--- src/rtl/fetch_ctrl.sv ---
// fetch_ctrl: instruction-fetch sequencer between the PC register and
// instruction memory.
//
// It issues one fetch at a time over a req/gnt/rvalid handshake and holds the
// fetched word in a one-entry decode buffer. It also decides when the PC
// advances (PC+4) or is redirected from Execute. After a redirect it discards
// the stale response of any fetch that is still in flight.
//
// Ports
//   clk, reset     rising-edge clock, asynchronous active-high reset
//   PCF            current PC from the PC register
//   PCEnF          one-cycle PC load enable
//   RedirF         with PCEnF: load RedirTargetF, otherwise PC loads PCF+4
//   RedirTargetF   word-aligned redirect address
//   PCSrcE         taken branch/JAL in Execute (target PCTargetE)
//   JALRinstr      JALR in Execute (target ALUResultE with bits [1:0] cleared)
//   StallD         Decode stall; the buffered instruction is not consumed
//   imem_*         fetch request/grant/response channel, one outstanding
//   InstrD         buffered instruction
//   InstrValidD    InstrD is valid
module fetch_ctrl #(
  parameter int DATA_WIDTH = 32
) (
  input  logic                  clk,
  input  logic                  reset,
  input  logic [DATA_WIDTH-1:0] PCF,
  output logic                  PCEnF,
  output logic                  RedirF,
  output logic [DATA_WIDTH-1:0] RedirTargetF,
  input  logic                  PCSrcE,
  input  logic                  JALRinstr,
  input  logic [DATA_WIDTH-1:0] PCTargetE,
  input  logic [DATA_WIDTH-1:0] ALUResultE,
  input  logic                  StallD,
  output logic                  imem_req,
  output logic [DATA_WIDTH-1:0] imem_addr,
  input  logic                  imem_gnt,
  input  logic                  imem_rvalid,
  input  logic [DATA_WIDTH-1:0] imem_rdata,
  output logic [DATA_WIDTH-1:0] InstrD,
  output logic                  InstrValidD
);

  typedef enum logic [1:0] {
    IDLE = 2'b00,
    REQ  = 2'b01,
    RESP = 2'b10
  } state_t;

  localparam logic [DATA_WIDTH-1:0] ALIGN_MASK = ~{{(DATA_WIDTH-2){1'b0}}, 2'b11};

  state_t                state_q, state_d;
  logic                  pend_q, pend_d;
  logic [DATA_WIDTH-1:0] pend_tgt_q, pend_tgt_d;
  logic [DATA_WIDTH-1:0] instr_q, instr_d;
  logic                  valid_q, valid_d;

  logic                  redir_s;
  logic [DATA_WIDTH-1:0] redir_tgt_s;
  logic                  buf_free_s;

  // Redirect request and target from Execute; JALR takes priority.
  always_comb begin
    redir_s    = PCSrcE | JALRinstr;
    buf_free_s = ~valid_q | ~StallD;
    if (JALRinstr) begin
      redir_tgt_s = ALUResultE & ALIGN_MASK;
    end else begin
      redir_tgt_s = PCTargetE;
    end
  end

  // Next-state, buffer and PC-control logic.
  always_comb begin
    state_d      = state_q;
    pend_d       = pend_q;
    pend_tgt_d   = pend_tgt_q;
    instr_d      = instr_q;
    // Default buffer behaviour: an entry is consumed when Decode is not stalled.
    valid_d      = valid_q & StallD;
    imem_req     = 1'b0;
    PCEnF        = 1'b0;
    RedirF       = 1'b0;
    RedirTargetF = redir_tgt_s;

    case (state_q)
      IDLE: begin
        state_d = REQ;
        if (redir_s) begin
          PCEnF   = 1'b1;
          RedirF  = 1'b1;
          valid_d = 1'b0;
        end else begin
          valid_d = valid_q & StallD;
        end
      end

      REQ: begin
        if (redir_s) begin
          // The request is withdrawn while the PC changes, so no grant is taken
          // against a stale address.
          PCEnF   = 1'b1;
          RedirF  = 1'b1;
          valid_d = 1'b0;
        end else begin
          imem_req = buf_free_s;
          if (buf_free_s && imem_gnt) begin
            state_d = RESP;
          end else begin
            state_d = REQ;
          end
        end
      end

      RESP: begin
        if (imem_rvalid) begin
          state_d = REQ;
          PCEnF   = 1'b1;
          if (redir_s) begin
            // Same-cycle redirect: drop the data and redirect right away; it
            // also supersedes any older pending target.
            RedirF  = 1'b1;
            valid_d = 1'b0;
            pend_d  = 1'b0;
          end else if (pend_q) begin
            RedirF       = 1'b1;
            RedirTargetF = pend_tgt_q;
            pend_d       = 1'b0;
          end else begin
            instr_d = imem_rdata;
            valid_d = 1'b1;
          end
        end else if (redir_s) begin
          // The fetch cannot be cancelled; remember the latest target and apply
          // it when the stale response returns.
          pend_d     = 1'b1;
          pend_tgt_d = redir_tgt_s;
          valid_d    = 1'b0;
        end else begin
          state_d = RESP;
        end
      end

      default: begin
        state_d = IDLE;
      end
    endcase
  end

  // State and buffer registers.
  always_ff @(posedge clk or posedge reset) begin
    if (reset) begin
      state_q    <= IDLE;
      pend_q     <= 1'b0;
      pend_tgt_q <= {DATA_WIDTH{1'b0}};
      instr_q    <= {DATA_WIDTH{1'b0}};
      valid_q    <= 1'b0;
    end else begin
      state_q    <= state_d;
      pend_q     <= pend_d;
      pend_tgt_q <= pend_tgt_d;
      instr_q    <= instr_d;
      valid_q    <= valid_d;
    end
  end

  assign imem_addr   = PCF;
  assign InstrD      = instr_q;
  assign InstrValidD = valid_q;

endmodule

--- config.mk ---
export PLATFORM = sky130hd
export DESIGN_NAME = fetch_ctrl
export DESIGN_NICKNAME = d
export VERILOG_FILES = /design/src/rtl/fetch_ctrl.sv
export SDC_FILE = /design/constraint.sdc
export NUM_CORES = 1
export LEC_CHECK = 0
export CAP_MARGIN = 20
export CELL_PAD_IN_SITES_DETAIL_PLACEMENT = 0
export CELL_PAD_IN_SITES_GLOBAL_PLACEMENT = 1
export CORE_MARGIN = 2
export CORE_UTILIZATION = 25
export CTS_CLUSTER_DIAMETER = 60
export CTS_CLUSTER_SIZE = 40
export DETAILED_ROUTE_END_ITERATION = 8
export GPL_TIMING_DRIVEN = 0
export PLACE_DENSITY = 0.87
export SKIP_CTS_REPAIR_TIMING = 1
export SLEW_MARGIN = 10
export SYNTH_ARGS = -nofsm -noshare
export SYNTH_HDL_FRONTEND = slang
export SYNTH_SLANG_ARGS = --single-unit
--- constraint.sdc ---
create_clock -name clk -period 2.1 [get_ports clk]
set_input_delay 0.42 -clock clk [delete_from_list [all_inputs] [get_ports clk]]
set_output_delay 0.42 -clock clk [all_outputs]
set_load 0.005 [all_outputs]
=== Word level (Yosys, flattened, before mapping) ===
Index checks and enable logic that the tools add are counted.

* Register bits: 68
* Bits in latches: 0
* Memory bits (writable): 0
* Memory bits (read-only): 0
* Output and inout bits: 100
* Word-level logic and storage cells: 51
* Memories kept: 0

* $add $sub $neg: 0
* $mul: 0
* Div/mod/pow operators: 0
* Order comparisons: 0
* Equal/unequal tests: 4
* Shift-type cells: 0
* Mux-type cells: 26
* Bitwise logic cells: 8
* Reduce and logical (&&, ||, !) cells: 8

{| class="wikitable"
|+ Operator list
! kind !! number
|-
| $mux 32 || 5
|-
| $mux 1 || 13
|-
| $mux 2 || 4
|-
| $pmux 1 s2 || 3
|-
| $pmux 2 s3 || 1
|-
| $not 1->1 || 5
|-
| $reduce_and 2->1 || 2
|-
| $reduce_and 4->1 || 1
|-
| $ne 3x3->1 const B || 1
|-
| $reduce_and 3->1 || 1
|-
| $eq 2x1->1 const B || 1
|-
| $eq 2x2->1 const B || 1
|-
| $logic_not 2->1 || 1
|-
| $ne 2x2->1 const B || 1
|-
| $or 1x1->1 || 2
|-
| $reduce_bool 2->1 || 1
|-
| $reduce_or 2->1 || 1
|-
| $and 1x1->1 || 1
|-
| $logic_and 1x1->1 || 1
|}

=== Depth between registers and ports, before layout ===
Gate-level depths: netlist of the first run.

* Word-level depth: 6
* Gate-level depth with buffers: 6

=== Worst setup path after synthesis of the first run ===
OpenSTA, ideal clock, no wires.

* Path kind: in2out
* From: input JALRinstr
* To: output RedirTargetF[10]
* Arrival time: 1679 ps
* Required time: 1680 ps
* Slack: 1 ps
* Cell stages on the path: 5
* Cells stage by stage: buf_2 -> or4b_4 -> buf_6 -> buf_12 -> mux2_4

* Longest elaborated chain between the ends: 5
* Elaborated cells on any way between the ends: 6
* Classes of those cells: mux: 5; bitwise: 1

{| class="wikitable"
|+ RTL lines
! element !! RTL line !! text
|-
| from (decl) || 31 || <nowiki>input logic JALRinstr,</nowiki>
|-
| $mux 32 || 66 || <nowiki>if (JALRinstr) begin</nowiki>
|-
| $mux 32 || 125 || <nowiki>end else if (pend_q) begin</nowiki>
|-
| $mux 32 || 119 || <nowiki>if (redir_s) begin</nowiki>
|-
| $mux 32 || 116 || <nowiki>if (imem_rvalid) begin</nowiki>
|-
| $mux 32 (*) || 86 || <nowiki>case (state_q)</nowiki>
|-
| to (decl) || 29 || <nowiki>output logic [DATA_WIDTH-1:0] RedirTargetF,</nowiki>
|}

Mark *: on every way between the ends. The rest lies on a longest branch, timed or not.

=== Worst setup path in the final report of the first run ===
* From: register state_q[1]
* To: output RedirTargetF[2]

* Longest elaborated chain between the ends: 2

{| class="wikitable"
|+ RTL lines
! element !! RTL line !! text
|-
| from (decl) || 52 || <nowiki>state_t state_q, state_d;</nowiki>
|-
| from (signal assigned) || 159 || <nowiki>state_q <= state_d;</nowiki>
|-
| $eq 2x2->1 || 86 ||
|-
| $mux 32 || 86 ||
|}

No other way between the ends.

==> results of run 1 <==
==> synth_stat cells <==
library cell	number
a21oi_1	1
a22o_1	1
a22oi_1	1
and3_1	2
buf_1	1
buf_12	3
buf_2	5
buf_4	32
buf_6	5
clkbuf_1	2
dfrtp_1	68
inv_1	2
mux2_1	4
mux2_2	92
mux2_4	30
nand2_1	3
nand3b_4	1
nor2_1	2
nor2b_1	3
nor3b_1	1
o211ai_1	1
o21a_1	1
o21ai_0	2
o22ai_1	1
or4_1	1
or4b_4	1
==> cell type report <==
cell class	count	area [µm²]
fillers	1364	8230
repair buffers	212	2080
inverters	2	11.3
clock buffers	13	260
clock inverters	3	68.8
well taps	184	230
multi-input cells	148	1690
plain buffers	47	378
flip-flops and latches	68	1700
==> through the flow <==
step	area, µm²	total power [mW]	util, %	cells
after floorplan	3790	1.93	-	266
after global placement	6010	2.41	41.0	649
after detailed placement	6030	2.44	41.2	650
after CTS	6360	4.14	43.4	666
after global routing	6420	4.24	43.8	677
final	6420	4.05	43.8	677
==> registers in the layout (all words and copies together) (netlist names) <==
signal and flops:
InstrValidD 1, pend_tgt_q 32, InstrD 32, state_q 2, pend_q 1
==> worst paths after layout <==
| kind | from | endpoint | slack [ns] | depth (start not counted) |
|---|---|---|---|---|
| setup / recovery | state_q[1]$_DFFE_PP0P_ | RedirTargetF[2] | -0.57 | 8 |
| hold reg to reg | InstrD[0]$_DFFE_PP0P_ | InstrD[0]$_DFFE_PP0P_ | 0.49 | 1 |
| min in group asynchronous | reset | InstrD[23]$_DFFE_PP0P_ | 0.56 | 2 |
| max in group asynchronous | reset | pend_tgt_q[26]$_DFFE_PP0P_ | 0.92 | 3 |
| setup reg to reg | state_q[1]$_DFFE_PP0P_ | InstrD[4]$_DFFE_PP0P_ | 0.08 | 8 |
| hold / removal | InstrD[0]$_DFFE_PP0P_ | InstrD[0]$_DFFE_PP0P_ | 0.49 | 1 |
==> critical path, delay by kind of cell (launching register included) <==
kind          cells  cell delay, ns
buf+inv           5            0.67
flops             1            0.34
mux               1            0.30
simple gates      2            0.59
==> power breakdown <==
| part | leakage (nW) | switching (mW) | total [mW] | internal, mW |
|---|---|---|---|---|
| clock | 0.160 | 0.551 | 1.66 | 1.11 |
| combinational | 2.07 | 0.232 | 0.841 | 0.608 |
| sequential | 0.920 | 0.0782 | 1.55 | 1.47 |
==> cell families (layout without fill, tap and decap cells) <==
logic type             after synthesis  count (layout)
buffers and inverters               50             277
muxes                              126             126
and+or+nand+nor                     14              14
AOI/OAI and AO/OA                    8               8
DFF                                 68              68
==> layer usage <==
metal / GRT usage (%) / vias up / wire length, µm / part of all wire, %
met5: 0 / - / 0 / 0
met4: 4.91 / 0 / 161 / 1.6
met3: 5.11 / 12 / 1080 / 11
met2: 20.2 / 161 / 4820 / 49
met1: 12.7 / 1367 / 3870 / 39
li1: - / 1354 / - / -
==> results_dict.tcl, run 1 <==
set metrics [dict create \
    irDropWorstVdd_uv 474 \
    violations "setup timing" \
    synth_xor_area_share_pct 0 \
    final_common_cell "clkdlybuf4s50_1" \
    synth.ff_latch_count 68 \
    status "finished with violations" \
    period_minus_slack_ns 2.67 \
    num_antenna_cells 0 \
    area_delta_synth_final_pct 69.6 \
    crit_chain "buf_6, nand3b_4, or4b_4, buf_8, buf_8, clkbuf_16, mux2_4, buf_6" \
    synth_top_family_by_area "multiplexers" \
    final_hold_viol_count 0 \
    grt_use_total_pct 11.8 \
    syn_nets 401 \
    die_w_um 127 \
    die_h_um 127 \
    max_freq_mhz 375 \
    worst-setup-path-type "reg -> out" \
    num_vias 2894 \
    hold_class "reg -> reg" \
    ios 235 \
    cts_tree "yes" \
    synth_compound_area_share_pct 1.39 \
    vias_per_cell 4.27 \
    dr.pass1.iters 4 \
    required_ns 1.68 \
    synth_area_per_cell_um2 14.2 \
    syn_inst 266 \
    cts-root-buf "clkbuf_16" \
    nNetsFinal 623 \
    antenna_found_initial 0 \
    pre_cts_slack_ns -0.972 \
    cp-start-kind "register" \
    clock_latency_ns 0.33 \
    drive_gt1_share_pct 45.2 \
    synthAdderAreaFrac_pct 0 \
    crit_path_top_delay_cell "or4b_4" \
    yosysTopAreaCell "dfrtp_1" \
    overflow 0 \
    synth.distinct_cells 26 \
    cts_num_sinks 68 \
    yosys.area.top_type_share_pct 45.0 \
    rows 44 \
    die_area_um2 16100 \
    hold_ws_ns 0.491 \
    setup_viol 32 \
    core_um2 14600 \
    period_share_pct 127 \
    rsz0062_at_grt "yes" \
    dpl.hpwl_um 7630 \
    fin_ws_ns -0.568 \
    p_leak_nw 3.15 \
    fin_tns_setup_ns -16.42 \
    htree_levels 3 \
    arrival_ns 2.25 \
    muxShareOfSynthArea_pct 40.5 \
    slowest_delay_ns 0.52 \
    synthSimpleGateAreaFrac_pct 2.61 \
    drtIter0Drc 27 \
    cp-end-kind "output port" \
    grt_max_degree 36 \
    slew_violations 0 \
    clk_path_buf_depth 2 \
    ant_nets 0 \
    first_global_vias 3001 \
    slew_headroom_pct 48.1 \
    cap_violations 0 \
    worstPathMaxFanout 5 \
    grt_pass1_wl_um 14600 \
    synth_area_um2 3780 \
    wl_per_cell_um 14.7 \
    io_buffers 199 \
    tightest_slew_ns 0.777 \
    synth.yosys.seq_area_share_pct 45.0 \
    skew_ns 0.00850 \
    final_cell_mix "clkdlybuf4s50_1 (163), mux2_2 (91), dfrtp_1 (68)" \
    start_util_pct 25.8 \
    power_density_nw_per_um2 630 \
    yosysWarnings 0 \
    routabilityCongestion 0.681 \
    cts_inserted_buffers 9 \
    clk_pin_slew_ns 0.05 \
    drc 0 \
    wl_um 9930 \
    synth_area_leaders "dfrtp_1 (45%), mux2_2 (27%), mux2_4 (12%)" \
]
Power figures use the tool's default switching activity.
==> run 2, diff against run 1 <==
==> constraint.sdc (replaced) <==
create_clock -name clk -period 2.1 [get_ports clk]
set_input_delay 0.42 -clock clk [delete_from_list [all_inputs] [get_ports clk]]
set_output_delay 0.42 -clock clk [all_outputs]
set_load 0.01 [all_outputs]
==> run 2 against run 1 <==
  * The run still ends with setup timing left
  * Count of clock-buffer cells in the layout decreased by 3
  * Total power is 0.15% higher
  * Via count unchanged
  * Clock skew fell by 0.0026 ns
  * Utilization decreased by 0.77 points
  * Combinational power is 5.2% higher
  * Worst setup slack improved by 0.12 ns
  * Critical path type unchanged
  * Critical endpoint is now RedirTargetF[3]
  * Largest cell class unchanged
==> results_dict.tcl, run 2 (synthesized netlist as in run 1, its figures left out) <==
set metrics [dict create \
    status "finished with violations" \
    violations "setup timing" \
    final_area_um2 6310 \
    area_delta_synth_final_pct 66.6 \
    clock_latency_ns 0.34 \
    slew_violations 0 \
    final_common_cell "clkdlybuf4s50_1" \
    power.share.sequential_pct 38.2 \
    cap_violations 0 \
    die_w_um 127 \
    drtIter0Drc 39 \
    cp-start-kind "register" \
    r2r-end "pend_tgt_q[27]$_DFFE_PP0P_" \
    cp-end-kind "output port" \
    max_freq_mhz 392 \
    htree_levels 3 \
    timing.rr.start "state_q[1]$_DFFE_PP0P_" \
    hold_class "reg -> reg" \
    p_int_mw 3.11 \
    ios 235 \
    routabilityCongestion 0.692 \
    nNetsFinal 622 \
    startpoint "state_q[0]$_DFFE_PP0P_" \
    overflow 0 \
    fin_ws_ns -0.451 \
    dpl.hpwl_um 7650 \
    final_hold_viol_count 0 \
    finish.utilization_pct 43.1 \
    place_area_um2 6030 \
    ant_nets 0 \
    wl_per_cell_um 14.6 \
    r2r_cells 7 \
    clk_path_buf_depth 2 \
    worst-setup-path-type "reg -> out" \
    antenna_found_initial 0 \
    required_ns 1.68 \
    clk_pin_slew_ns 0.05 \
    io_buffers 199 \
    period_share_pct 121 \
    ff2ff_setup_slack_ns 0.07 \
    cts_inserted_buffers 9 \
    wl_um 9900 \
    grt_use_total_pct 12.2 \
    core_um2 14600 \
    grt_max_degree 37 \
    p_leak_nw 3.05 \
    rows 44 \
    cts_num_sinks 68 \
    first_global_vias 3139 \
    cts_tree "yes" \
    swShare_pct 23.3 \
    netSwitchingPower_mw 0.943 \
    slew_headroom_pct 44.1 \
    final_cell_mix "clkdlybuf4s50_1 (163), mux2_2 (91), dfrtp_1 (68)" \
    drive_gt1_share_pct 46.5 \
    arrival_ns 2.13 \
    hold_depth 1 \
    setup_viol 32 \
    p_comb_share_pct 21.8 \
    period_minus_slack_ns 2.55 \
    rsz0062_at_grt "yes" \
    num_antenna_cells 0 \
    cts-root-buf "clkbuf_16" \
    grt_pass1_wl_um 15300 \
    die_h_um 127 \
    worst_hold_path.endpoint "InstrD[5]$_DFFE_PP0P_" \
    power_density_nw_per_um2 643 \
    irDropWorstVdd_uv 362 \
    num_vias 2894 \
    worstPathMaxFanout 10 \
    drc 0 \
    dr.pass1.iters 4 \
    vias_per_cell 4.28 \
    hold_ws_ns 0.491 \
    hold_path_startpoint "InstrD[5]$_DFFE_PP0P_" \
    die_area_um2 16100 \
    pre_cts_slack_ns -1.01 \
    tightest_slew_ns 0.837 \
    start_util_pct 25.8 \
    clockPowerShare_pct 40.0 \
    skew_ns 0.00595 \
]
-- run 2: changes by cell type in the layout (fill, tap and decap cells not counted), sizes merged --
| cell | change |
|---|---|
| dlymetal6s2s | -8 |
| clkbuf | +4 |
| clkinvlp | +2 |
| clkinv | +1 |
-- run 2: area by class of cell --
cell class | count | area, µm²
tap | 184 | 230
multi-input combinational | 148 | 1690
fill | 1382 | 8340
clock inverter | 6 | 88.8
timing repair buffer | 210 | 1960
inverter | 2 | 11.3
clock buffer | 10 | 229
sequential | 68 | 1700
buffer | 48 | 403
-- run 2: per-stage QoR --
stage	std cells	TNS (ns)	total power [mW]
floorplan	266	0	1.98
global placement	649	-44.72	2.46
detailed placement	650	-45.05	2.50
finish	676	-13.92	4.05
CTS	666	-31.89	4.17
global route	676	-16.91	4.25
-- run 2: per-layer routing --
layer	track usage [%]	vias up	share of wire [%]
met5	0	-	0
met2	21.2	158	48
met4	5.04	0	1.6
li1	-	1352	-
met3	5.19	12	12
met1	13.1	1372	38
-- run 2: power by group through the flow --
stage / sequential (mW) / combinational (mW) / clock, mW
2_1_floorplan: 1.57 / 0.412 / 0
3_3_place_gp: 1.56 / 0.903 / 0
3_5_place_dp: 1.57 / 0.925 / 0
4_1_cts: 1.55 / 0.929 / 1.69
5_1_grt: 1.57 / 0.955 / 1.73
6_report: 1.55 / 0.885 / 1.62
-- run 2: worst max-delay path, cell delays in order, from the launching register on --
cell and delay [ns]:
dfrtp_1 0.39, nand3b_4 0.17, or4b_4 0.49, buf_8 0.16, buf_12 0.15, mux2_4 0.29, clkbuf_2 0.14
-- run 2: worst max path at each step --
stage                     depth (start not counted)  slack, ns          endpoint
after floorplan                                   5       0.02  RedirTargetF[10]
after global placement                            7      -1.01   RedirTargetF[2]
after detailed placement                          7      -1.01   RedirTargetF[3]
after CTS                                         7      -1.02   RedirTargetF[3]
after global routing                              6      -0.54   RedirTargetF[3]
final                                             6      -0.45   RedirTargetF[3]
